### src/rtl/hvtx_period_sched.sv
// Per-pixel HDMI TX period scheduler: classifies each pixel (control / video / data island),
// drives CTL3..0 and grants data-island packet slots to a packet source via req/ack.
module hvtx_period_sched #(
    parameter int unsigned WIDTH         = 12,
    parameter int unsigned FRAME_WIDTH   = 1650,
    parameter int unsigned FRAME_HEIGHT  = 750,
    parameter int unsigned ACTIVE_WIDTH  = 1280,
    parameter int unsigned ACTIVE_HEIGHT = 720,
    parameter int unsigned ISLAND_GAP    = 10,
    parameter int unsigned MAX_PKTS      = 18
) (
    input  logic             i_clk,
    input  logic             i_rst,
    input  logic [WIDTH-1:0] i_x,
    input  logic [WIDTH-1:0] i_y,
    input  logic             i_pkt_req,
    output logic             o_pkt_ack,
    output logic [4:0]       o_pkt_idx,
    output logic [2:0]       o_period,
    output logic [3:0]       o_ctl
);

    localparam int unsigned PRE_V = FRAME_WIDTH - 10;
    localparam int unsigned GB_V  = FRAME_WIDTH - 2;
    localparam int unsigned ISL   = ACTIVE_WIDTH + ISLAND_GAP;
    localparam bit          ROOM  = (ISL + 8 + 2 + 32 + 2 + 12 <= PRE_V);

    typedef enum logic [2:0] {
        CTRL    = 3'd0,
        VID_PRE = 3'd1,
        VID_GB  = 3'd2,
        VID_ACT = 3'd3,
        DI_PRE  = 3'd4,
        DI_GB   = 3'd5,
        DI_PKT  = 3'd6
    } period_t;

    typedef enum logic [2:0] {IDLE, PRE, LGB, PKT, TGB} phase_t;

    phase_t      state, state_nx, cur;
    logic [4:0]  pcnt, pcnt_nx, kcnt, kcnt_nx;
    logic [31:0] x32, y32, ynext, xs;
    logic        pre_line, cont;

    period_t     period_d, period_q;
    logic [3:0]  ctl_d;
    logic        ack_d;
    logic [4:0]  idx_d;

    assign x32      = 32'(i_x);
    assign y32      = 32'(i_y);
    assign xs       = x32 + 32'd1;
    assign ynext    = (y32 == FRAME_HEIGHT - 1) ? '0 : y32 + 32'd1;
    assign pre_line = (ynext < ACTIVE_HEIGHT);
    assign cont     = i_pkt_req && (32'(kcnt) + 32'd1 < MAX_PKTS)
                      && (xs + 32'd46 <= PRE_V);

    always_ff @(posedge i_clk or posedge i_rst) begin
        if (i_rst) begin
            state <= IDLE;
            pcnt  <= '0;
            kcnt  <= '0;
        end else begin
            state <= state_nx;
            pcnt  <= pcnt_nx;
            kcnt  <= kcnt_nx;
        end
    end

    // cur is the phase of the pixel now at i_x; the island opens on the very pixel at ISL
    always_comb begin
        cur = state;
        if (x32 < ACTIVE_WIDTH)
            cur = IDLE;
        else if (state == IDLE && x32 == ISL && i_pkt_req && ROOM)
            cur = PRE;
        state_nx = cur;
        pcnt_nx  = pcnt + 5'd1;
        kcnt_nx  = kcnt;
        case (cur)
            IDLE: begin
                pcnt_nx = '0;
                kcnt_nx = '0;
            end
            PRE: if (pcnt == 5'd7) begin
                state_nx = LGB;
                pcnt_nx  = '0;
            end
            LGB: if (pcnt == 5'd1) begin
                state_nx = PKT;
                pcnt_nx  = '0;
                kcnt_nx  = '0;
            end
            PKT: if (pcnt == 5'd31) begin
                if (cont) kcnt_nx = kcnt + 5'd1;
                else begin
                    state_nx = TGB;
                    pcnt_nx  = '0;
                end
            end
            TGB: if (pcnt == 5'd1) begin
                state_nx = IDLE;
                pcnt_nx  = '0;
            end
            default: begin
                state_nx = IDLE;
                pcnt_nx  = '0;
                kcnt_nx  = '0;
            end
        endcase
    end

    always_comb begin
        period_d = CTRL;
        ack_d    = 1'b0;
        idx_d    = '0;
        if (x32 < ACTIVE_WIDTH && y32 < ACTIVE_HEIGHT)
            period_d = VID_ACT;
        else if (pre_line && x32 >= PRE_V && x32 < GB_V)
            period_d = VID_PRE;
        else if (pre_line && x32 >= GB_V && x32 < FRAME_WIDTH)
            period_d = VID_GB;
        else begin
            case (cur)
                PRE:      period_d = DI_PRE;
                LGB, TGB: period_d = DI_GB;
                PKT: begin
                    period_d = DI_PKT;
                    ack_d    = (pcnt == 5'd0);
                    idx_d    = pcnt;
                end
                default:  period_d = CTRL;
            endcase
        end
        case (period_d)
            VID_PRE: ctl_d = 4'b0001;
            DI_PRE:  ctl_d = 4'b0101;
            default: ctl_d = 4'b0000;
        endcase
    end

    always_ff @(posedge i_clk or posedge i_rst) begin
        if (i_rst) begin
            period_q  <= CTRL;
            o_ctl     <= '0;
            o_pkt_ack <= 1'b0;
            o_pkt_idx <= '0;
        end else begin
            period_q  <= period_d;
            o_ctl     <= ctl_d;
            o_pkt_ack <= ack_d;
            o_pkt_idx <= idx_d;
        end
    end

    assign o_period = period_q;

endmodule

### config.mk
export PLATFORM = sky130hd
export DESIGN_NAME = hvtx_period_sched
export DESIGN_NICKNAME = d
export VERILOG_FILES = /design/src/rtl/hvtx_period_sched.sv
export SDC_FILE = /design/constraint.sdc
export NUM_CORES = 1
export LEC_CHECK = 0
export BUFFER_PORTS_ARGS = -buffer_cell sky130_fd_sc_hd__buf_2
export CORE_MARGIN = 3
export CORE_UTILIZATION = 45
export DETAILED_ROUTE_END_ITERATION = 8
export HOLD_SLACK_MARGIN = 0.05
export PLACE_DENSITY = 0.72
export RECOVER_POWER = 100
export SYNTH_ARGS = -nofsm -noshare
export SYNTH_HDL_FRONTEND = slang
export SYNTH_SLANG_ARGS = --single-unit
### constraint.sdc
create_clock -name i_clk -period 2.7 [get_ports i_clk]
set_clock_uncertainty 0.2 [all_clocks]
set_input_delay 0.135 -clock i_clk [delete_from_list [all_inputs] [get_ports i_clk]]
set_output_delay 0.135 -clock i_clk [all_outputs]
set_load 0.02 [all_outputs]
## Word-level counts from Yosys, hierarchy flattened

Cells that the tools add are included.

- Register bits: 26
- Input port bits: 27

- Add/sub/neg operators: 6
- $lt $le $gt $ge: 9
- Equal/unequal tests: 14
- Multiplexer cells: 31
- Bitwise operators: 1
- Reductions and logical operators: 15

Operator list:

| kind | number |
|---|---|
| 5-bit 2-to-1 mux | 11 |
| 12-bit by 11-bit < comparator with 1-bit output, second input constant | 3 |
| 3-bit 2-to-1 mux | 10 |
| 5-bit case mux with 3 select lines | 2 |
| 12-bit by 1-bit adder with 13-bit output, second input constant | 2 |
| 12-bit by 11-bit >= comparator with 1-bit output, second input constant | 2 |
| 3-bit case mux with 5 select lines | 1 |
| 13-bit by 6-bit adder with 14-bit output, second input constant | 1 |
| 14-bit by 11-bit less-or-equal comparator with 1-bit output, second input constant | 1 |
| 13-bit by 10-bit < comparator with 1-bit output, second input constant | 1 |
| 13-bit 2-to-1 mux | 1 |
| 12-bit by 10-bit == test with 1-bit output, second input constant | 1 |
| 12-bit by 11-bit == test with 1-bit output, second input constant | 1 |
| 12-bit by 10-bit < comparator with 1-bit output, second input constant | 1 |
| 5-bit by 1-bit adder with 5-bit output, second input constant | 2 |
| 1-bit logical AND | 9 |
| 3-bit case mux with 3 select lines | 1 |
| 5-bit by 1-bit adder with 6-bit output, second input constant | 1 |
| 3-bit by 1-bit == test with 1-bit output, second input constant | 2 |
| 3-bit by 2-bit == test with 1-bit output, second input constant | 2 |
| 3-bit == test, second input constant | 2 |
| 3-bit zero test | 2 |
| 6-bit by 5-bit < comparator with 1-bit output, second input constant | 1 |
| 2-bit != test, second input constant | 3 |
| 9 further kinds | 13 |

## Logic depth before layout (Yosys ltp)

Gate-level depths: netlist (run 1).

- Word-level depth: 13
- Depth in mapped cells: 7
- Gate-level depth less buffers: 7

## Worst setup path after synthesis (run 1)

OpenSTA, ideal clock, no wires.

- Kind: flip-flop to flip-flop
- Start point: register kcnt[0]
- End point: register kcnt[3]
- Arrival: 1950 ps
- Data required time: 2376 ps
- Path slack: 426 ps
- Cell stages (with the launch flop): 7
- Clock period less this slack: 2274 ps
- Cells stage by stage: dfrtp_1 -> ha_1 -> a211o_1 -> a21o_1 -> and2_1 -> o311a_1 -> a211o_1

- Cells in the longest elaborated chain, start to end: 6
- Elaborated cells between the ends (all ways): 10
- Those cells by class: add/sub (2); order compare (1); eq/ne (1); mux (3); reduce/logical (3)

Ends and longest elaborated chain:

| item | RTL line | RTL |
|---|---|---|
| from (decl) | 41 | `logic [4:0] pcnt, pcnt_nx, kcnt, kcnt_nx;` |
| from (signal assigned) | 66 | `kcnt <= kcnt_nx;` |
| 5-bit by 1-bit adder with 6-bit output | 55 | `assign cont = i_pkt_req && (32'(kcnt) + 32'd1 < MAX_PKTS)` |
| 6-bit by 5-bit < comparator with 1-bit output | 55 |  |
| 1-bit logical AND | 55 |  |
| 1-bit logical AND | 56 | `&& (xs + 32'd46 <= PRE_V);` |
| 2-bit != test (no line) | n/a |  |
| 4-bit AND reduction (no line) | n/a |  |

Parallel ways exist; a longest one is shown, timed or not. The select of a mux whose other input is x is not followed.
A chain may end at the register's enable or synchronous reset.

## Final worst setup path (run 1)

- Start point: input port i_x[7]
- End point: register pcnt[4]

- Cells in the longest elaborated chain, start to end: 8
- Elaborated cells between the ends (all ways): 18
- Those cells by class: add/sub (2); order compare (2); eq/ne (5); mux (5); reduce/logical (4)

Ends and longest elaborated chain:

| item | RTL line | RTL |
|---|---|---|
| from (decl) | 14 | `input logic [WIDTH-1:0] i_x,` |
| branches (longest 7 deep; another with 13-bit by 6-bit adder with 14-bit output) | n/a |  |
| 5-bit case mux with 3 select lines * | 80 | `case (cur)` |
| named net pcnt_nx[4] | 41 |  |
| to (signal assigned) | 65 | `pcnt <= pcnt_nx;` |
| to (decl) | 41 |  |

Mark *: on every way through the listed nets, which the timed path passes.

==> summary.md, run 1 <==
| Metric | Value |
|---|---|
| Via Count | 1,505 |
| Via/cell ratio | 5.77 |
| I/O pins | 40 |
| Synth async-reset ratio | 100% |
| Final worst slack | 103 ps |
| Standard-cell rows | 21 |
| First-pass DRT Iterations | 4 |
| Reg2reg path depth | 6 |
| Peak VDD IR | 192 uV |
| Synthesis-to-layout area growth | 17.7% |
| Global route overflow | 0 |
| Worst-path fanout max | 4 |
| Design area | 1890 sq um |
| YS warnings | 0 |
| Synthesis-stage register bit count | 24 |
| Fill cell count | 305 |
| Initial Util | 47.5% |
| # diodes | 0 |
| Register area | 601 sq um |
| Synthesized area per cell | 9.30 sq um |
| GPL Wtd Cong | 0.893 |
| Vias in the first global route | 1,373 |
| Tmin final | 2600 ps |
| Pre-CTS setup slack | 234 ps |
| Worst rel slew slack | 38.4% |
| Post-route ant nets | 0 |
| CP startpoint | i_x[7] |
| Worst Tran Pin Value | 923 ps |
| CP Class | in2reg |
| Worst path arrival time | 2650 ps |
| CP Capture Type | flop |
| Vert. Die Dim | 65.8 microns |
| Overall Power | 694 uW |
| Placed instance area | 1820 sq um |
| Leakage power | 0.848 nW |
| Area of the multi-input gates | 907 sq um |
| Final Hold Vio Count | 0 |
| Residual DRC | 0 |
| R2r startpoint | kcnt[0] |
| Hpwl dp | 2.70 mm |
| Clock Tree Root | clkbuf_4 |
| Final-stage net count | 248 |
| Part of the Yosys area used for sequential elements | 37.3% |
| Mapped cell area | 1610 sq um |
| Worst r2r dst | pcnt[4] |
| Max Root-Sink Buffers | 2 |
| Setup_tns | 0 ps |
| Worst-path clk slew | 130 ps |
| Hold_sp | i_x[2] |
| Skew-Pair Late Insertion Delay | 320 ps |
| Initial DRC count | 73 |
| Count of input and output buffers | 37 |
| Critical path's slowest cell | or4_1 |
| Worst reg-to-reg setup slack | 200 ps |
| Max-cap violations | 0 |
| Max-slew violations | 0 |
| Distinct cells, synth | 60 |
| TritonCTS Buffers | 3 |
| Area leader, netlist | dfrtp_1 |
| Critical path's largest stage delay | 540 ps |
| Die width | 65.8 microns |
| Fraction of layout cells with a size suffix above 1 | 18.1% |
| WL final | 3.73 mm |
| Final worst-path cycle share | 96.2% |
| Critical path endpoint | pcnt[4] |
| CTS tree | done |
| Largest net degree at the start of global routing | 25 |
| Crit path max-delay family | simple AND/OR/NAND/NOR gates |
| CTS sink cnt | 24 |
| RSZ-0062 raised after global routing | false |
| First-pass GRT wire length | 6.06 mm |
| Mapped Cells | 173 |
| Initial antenna violation count | 0 |
| Synth top area share | 37.3% |
| Cells along the critical path | dlygate4sd3_1, clkbuf_1, or4b_1, or4_1, o31ai_1, a31oi_1, a21boi_1 |
| Number of synthesized flops with an enable pin | 0 |
| HP Class | in2reg |
| Hold WS | 91.3 ps |
| All-Layer GR Usage | 17.9% |
| Ranking of synthesized cells by area | dfrtp_1 (37%), ha_1 (3.9%), nand3_1 (3.1%) |
| Critical path buffers and inverters | 2 |
| Max H-tree Level | 1 |
| Power Density | 367 nW/um^2 |
| Status | completed |
| Top achievable clock speed | 0.385 GHz |
| Core ar. | 3390 sq um |
| Crit path required time | 2750 ps |
| Synth Flop Type | dfrtp_1 |
| Wire per inst | 14.3 microns |
| Post CTS Setup Buffer Count | 0 |
| Final Setup Violations | 0 |
| Type of origin of the critical path | input pin |
| CP Depth | 7 |
| Die area | 4330 sq um |
[what timing repair did]
item / CTS / global route
hold endpoints to repair: 27 / 0
gates resized for setup: 0 / 0
hold buffers: 6 / 0
[flip-flops by register name (all words and copies together) (netlist names)]
| name | cells |
|---|---|
| o_period | 3 |
| state | 3 |
| o_pkt_idx | 5 |
| pcnt | 5 |
| o_pkt_ack | 1 |
| kcnt | 5 |
| o_ctl | 2 |
[per-stage QoR]
step | util [%] | std cells
final | 55.9 | 261
after global routing | 55.9 | 261
after CTS | 57.1 | 261
after detailed placement | 53.7 | 251
after global placement | 53.7 | 251
after floorplan | - | 174
[layout by cell type, fill, tap and decap left out, types with 4 or more instances in the layout]
| master | instances |
|---|---|
| o21ai_0 | 8 |
| o211ai_1 | 5 |
| clkbuf_1 | 12 |
| ha_1 | 5 |
| nor3_1 | 4 |
| nand3_1 | 10 |
| dlygate4sd3_1 | 6 |
| o31ai_1 | 5 |
| buf_2 | 25 |
| and2_1 | 6 |
| inv_1 | 10 |
| nand2_1 | 13 |
| a21oi_1 | 8 |
| nor2_1 | 10 |
| dfrtp_1 | 24 |
[tightest hold or removal path: stages]
cell,delay (ps)
buf_2,90
or4b_2,150
nor3_1,50
o211ai_1,160
[how the worst min path moves through the flow]
stage	slack [ps]	cells after the start	end
floorplan	-50	1	kcnt[0]
global placement	180	2	kcnt[4]
detailed placement	190	2	pcnt[4]
CTS	50	4	o_ctl[0]
global route	80	4	o_period[0]
finish	90	4	o_period[0]
[final cells by class]
class	count	area share, %
Multi-Input combinational cell	133	47.9
Sequential cell	24	31.7
Timing Repair Buffer	44	12.6
Tap cell	46	3.04
Inverter	10	1.98
Clock inverter	1	1.59
Clock buffer	3	1.19
[routing by layer]
metal	part of all wire, %	global-route usage [%]	up-vias	wire length, microns
met5	0	0	-	0
met3	5.0	1.70	9	188
met1	45	24.1	706	1680
li1	-	-	735	-
met2	47	29.0	55	1770
met4	2.7	7.77	0	99
[cells in the mapped netlist, types with 3 or more instances]
cell type / instances
a21oi_1: 8
a31oi_1: 3
and2_1: 7
clkbuf_1: 3
dfrtp_1: 24
ha_1: 5
inv_1: 10
nand2_1: 13
nand2b_1: 3
nand3_1: 10
nor2_1: 10
nor3_1: 4
o211ai_1: 5
o21ai_0: 7
o31ai_1: 4
xor2_1: 3
[cell families after synthesis]
group           after synthesis  share of synthesized area, %
compound gates               54                          26.7
xor+xnor                      3                          1.63
fa+ha+maj                     5                          3.89
buf+inv                      17                          4.90
flops                        24                          37.3
other cells                   1                         0.233
simple gates                 69                          25.4
[power breakdown]
part / total, mW / leakage [nW] / switching (mW) / internal, mW
clock network: 0.264 / 0.0279 / 0.114 / 0.150
registers: 0.361 / 0.335 / 0.000197 / 0.360
logic: 0.0698 / 0.485 / 0.0391 / 0.0306
No activity file was read; power rests on OpenSTA's default activity.
==> run 2: changes to the inputs <==
- ABC_AREA: default -> 1
- CAP_MARGIN: default -> 20
==> run 2 against run 1 <==
Compared with the run above:
- sequential power about the same
- register-to-register slack improved by 430 ps
- via count fell by 6.7%
- critical path depth grew 3
- global-route usage down 0.78 points
- cell count is 15% higher
- design area decreased by 4.0%
- critical path type is now reg2reg
- critical endpoint is now pcnt[1]
- largest power group unchanged
==> summary.md, run 2 <==
| Metric | Value |
|---|---|
| Largest net degree at the start of global routing | 25 |
| Placed instance area | 1820 sq um |
| Area leader, netlist | dfrtp_1 |
| First-pass DRT Iterations | 4 |
| Worst Tran Pin Value | 865 ps |
| Busiest grt layer | met2 |
| Most used cell, CP | nand2_1 |
| Max-slew violations | 0 |
| Worst rel slew slack | 42.3% |
| TritonCTS Buffers | 3 |
| Final Setup Violations | 0 |
| CTS sink cnt | 24 |
| Tmin final | 2070 ps |
| Mapped cell area | 1590 sq um |
| YS warnings | 0 |
| Synth async-reset ratio | 100% |
| WL final | 3.36 mm |
| Leakage power | 0.989 nW |
| Crit path required time | 2700 ps |
| Hold_sp | i_x[11] |
| CTS resizes | 0 |
| Hold Crit Endpoint | o_ctl[0] |
| Max H-tree Level | 1 |
| Residual DRC | 0 |
| Fraction of layout cells with a size suffix above 1 | 17.1% |
| R2r startpoint | state[2] |
| Top achievable clock speed | 0.482 GHz |
| First-pass GRT wire length | 5.75 mm |
| Largest regs | kcnt: 5 flops, o_pkt_idx: 5 flops, pcnt: 5 flops |
| Post-synth top cells | nand2_1 (50), nor2_1 (37), inv_1 (27), dfrtp_1 (24), nand3_1 (10) |
| Synthesized area per cell | 7.41 sq um |
| All-Layer GR Usage | 17.1% |
| Design area | 1820 sq um |
| Reg2reg path depth | 10 |
| GPL Wtd Cong | 0.875 |
| Hpwl dp | 2.71 mm |
| Critical path's largest stage delay | 450 ps |
| Cells along the critical path | nor2_1, nand2_1, nor2_1, nand2_1, nand2_1, nand2_4, nand3_1, nand2_1, nand2_1, a21boi_0 |
| Part of the Yosys area used for sequential elements | 37.7% |
| Via/cell ratio | 4.66 |
| Worst path arrival time | 2070 ps |
| HP Class | in2reg |
| Worst-path clk slew | 120 ps |
| Distinct cells, synth | 34 |
| Mapped Cells | 215 |
| Core ar. | 3200 sq um |
| Most common cell after layout, fill and taps aside | nand2_1 |
| Setup_tns | 0 ps |
| Count leader, synth | nand2_1 |
| Worst-path fanout max | 9 |
| Die area | 4290 sq um |
| Post CTS Setup Buffer Count | 0 |
| I/O pins | 40 |
| M3 GR Usage | 3.59% |
| GR Layer Usage met2 | 28.2% |
| Vert. Die Dim | 65.5 microns |
| Via Count | 1,404 |
| Initial Util | 49.7% |
| Vias in the first global route | 1,305 |
| Final-stage net count | 291 |
| Synth Flop Type | dfrtp_1 |
| Max Root-Sink Buffers | 2 |
| Skew-Pair Late Insertion Delay | 310 ps |
| Count of input and output buffers | 37 |
| Initial DRC count | 62 |
| Standard-cell rows | 20 |
| CP Class | reg2reg |
| Final core utilization | 56.8% |
| Most frequent cells in the layout | nand2_1 (54), nor2_1 (37), inv_1 (28) |
| Ranking of synthesized cells by area | dfrtp_1 (38%), nand2_1 (12%), nor2_1 (8.7%) |
| Synth top area share | 37.7% |
| Post-route ant nets | 0 |
| Wire per inst | 11.1 microns |
| # diodes | 0 |
| Fill cell count | 324 |
| Met1 Usage GRT | 23.4% |
| Overall Power | 581 uW |
| Finished Layout Cells | 301 |
| Placed insts | 295 |
| Hold Path Cell Cnt | 5 |
| Die width | 65.5 microns |
| Global route overflow | 0 |
| CTS tree | done |
| Power Density | 320 nW/um^2 |
| Initial antenna violation count | 0 |
| Type of origin of the critical path | flop |
| CP Capture Type | flop |
| Max-cap violations | 0 |
| RSZ-0062 raised after global routing | false |
| Synthesis-stage register bit count | 24 |
| Final worst-path cycle share | 76.8% |
| Clock Tree Root | clkbuf_4 |
| Worst r2r dst | pcnt[1] |
| Status | completed |
| Number of synthesized flops with an enable pin | 0 |
| Peak VDD IR | 253 uV |
| Worst reg-to-reg setup slack | 630 ps |
| Critical path's slowest cell | dfrtp_1 |
| Final Hold Vio Count | 0 |
| Synthesis-to-layout area growth | 14.1% |
run 2: cell count changes in the layout (fill, tap and decap cells not counted), sizes merged, moves of 4 or more:
| cell | previous run | this run |
|---|---|---|
| o31ai | 5 | 0 |
| nand4 | 1 | 8 |
| nor2 | 10 | 40 |
| nand3 | 10 | 14 |
| and2 | 7 | 0 |
| o21ai | 9 | 4 |
| inv | 10 | 30 |
| nand2b | 4 | 0 |
| nand2 | 13 | 59 |
| o211ai | 5 | 0 |
run 2: worst max-delay path by stage:
stage               slack (ps)       end  cells after the start      from
floorplan                 1050  state[0]                      8   kcnt[0]
global placement           940  state[0]                      8   kcnt[0]
detailed placement         900  state[0]                      8   kcnt[0]
CTS                        880  state[0]                      8   kcnt[0]
global route               370   pcnt[1]                     10  state[2]
finish                     630   pcnt[1]                     10  state[2]
run 2: cell families (layout without fill, tap and decap cells):
family                     count (synthesis)  after routing  share of synthesized area, %
buffers and inverters                     34             75                          8.56
other                                      1              2                         0.235
adders and majority gates                  5              5                          3.93
xor gates and xnor gates                   4              4                          2.20
and+or+nand+nor                          131            131                          41.3
DFF                                       24             24                          37.7
AOI/OAI and AO/OA                         16             16                          6.05
run 2: timing repair:
item | in CTS | in global routing
hold endpoints to repair | 25 | 0
hold buffers | 3 | 0
endpoints found under the setup margin | 0 | 0
run 2: critical path: cells and delay by family, from the launching register on:
family	cells	cell delay (ps)
AO/OA/AOI/OAI	1	120
flip-flops	1	450
AND/OR/NAND/NOR	9	1210
run 2: where the power goes:
group	internal, mW	switching, mW	leakage (nW)
sequential	0.360	0.000293	0.335
combinational	0.0288	0.0409	0.640
clock	0.0522	0.0991	0.0138
run 2: through the flow:
step	hold slack [ps]	setup slack (ps)
final	67.7	627
after global routing	77.9	373
after CTS	71.9	881
after detailed placement	161	898
after global placement	151	944
after floorplan	-50.4	1050
run 2: area by class of cell:
cell class | instances | area [sq um] | share of cell area (%)
Multi-Input combinational cell | 158 | 817 | 44.9
Inverter | 32 | 121 | 6.68
Tap cell | 44 | 55.1 | 3.03
Timing Repair Buffer | 40 | 201 | 11.1
Sequential cell | 24 | 601 | 33.0
Clock buffer | 3 | 22.5 | 1.24
run 2: metal layers:
layer	part of all wire (%)	wire, microns
met2	47	1590
met1	49	1650
met5	0	0
met4	0.66	22
met3	2.9	98
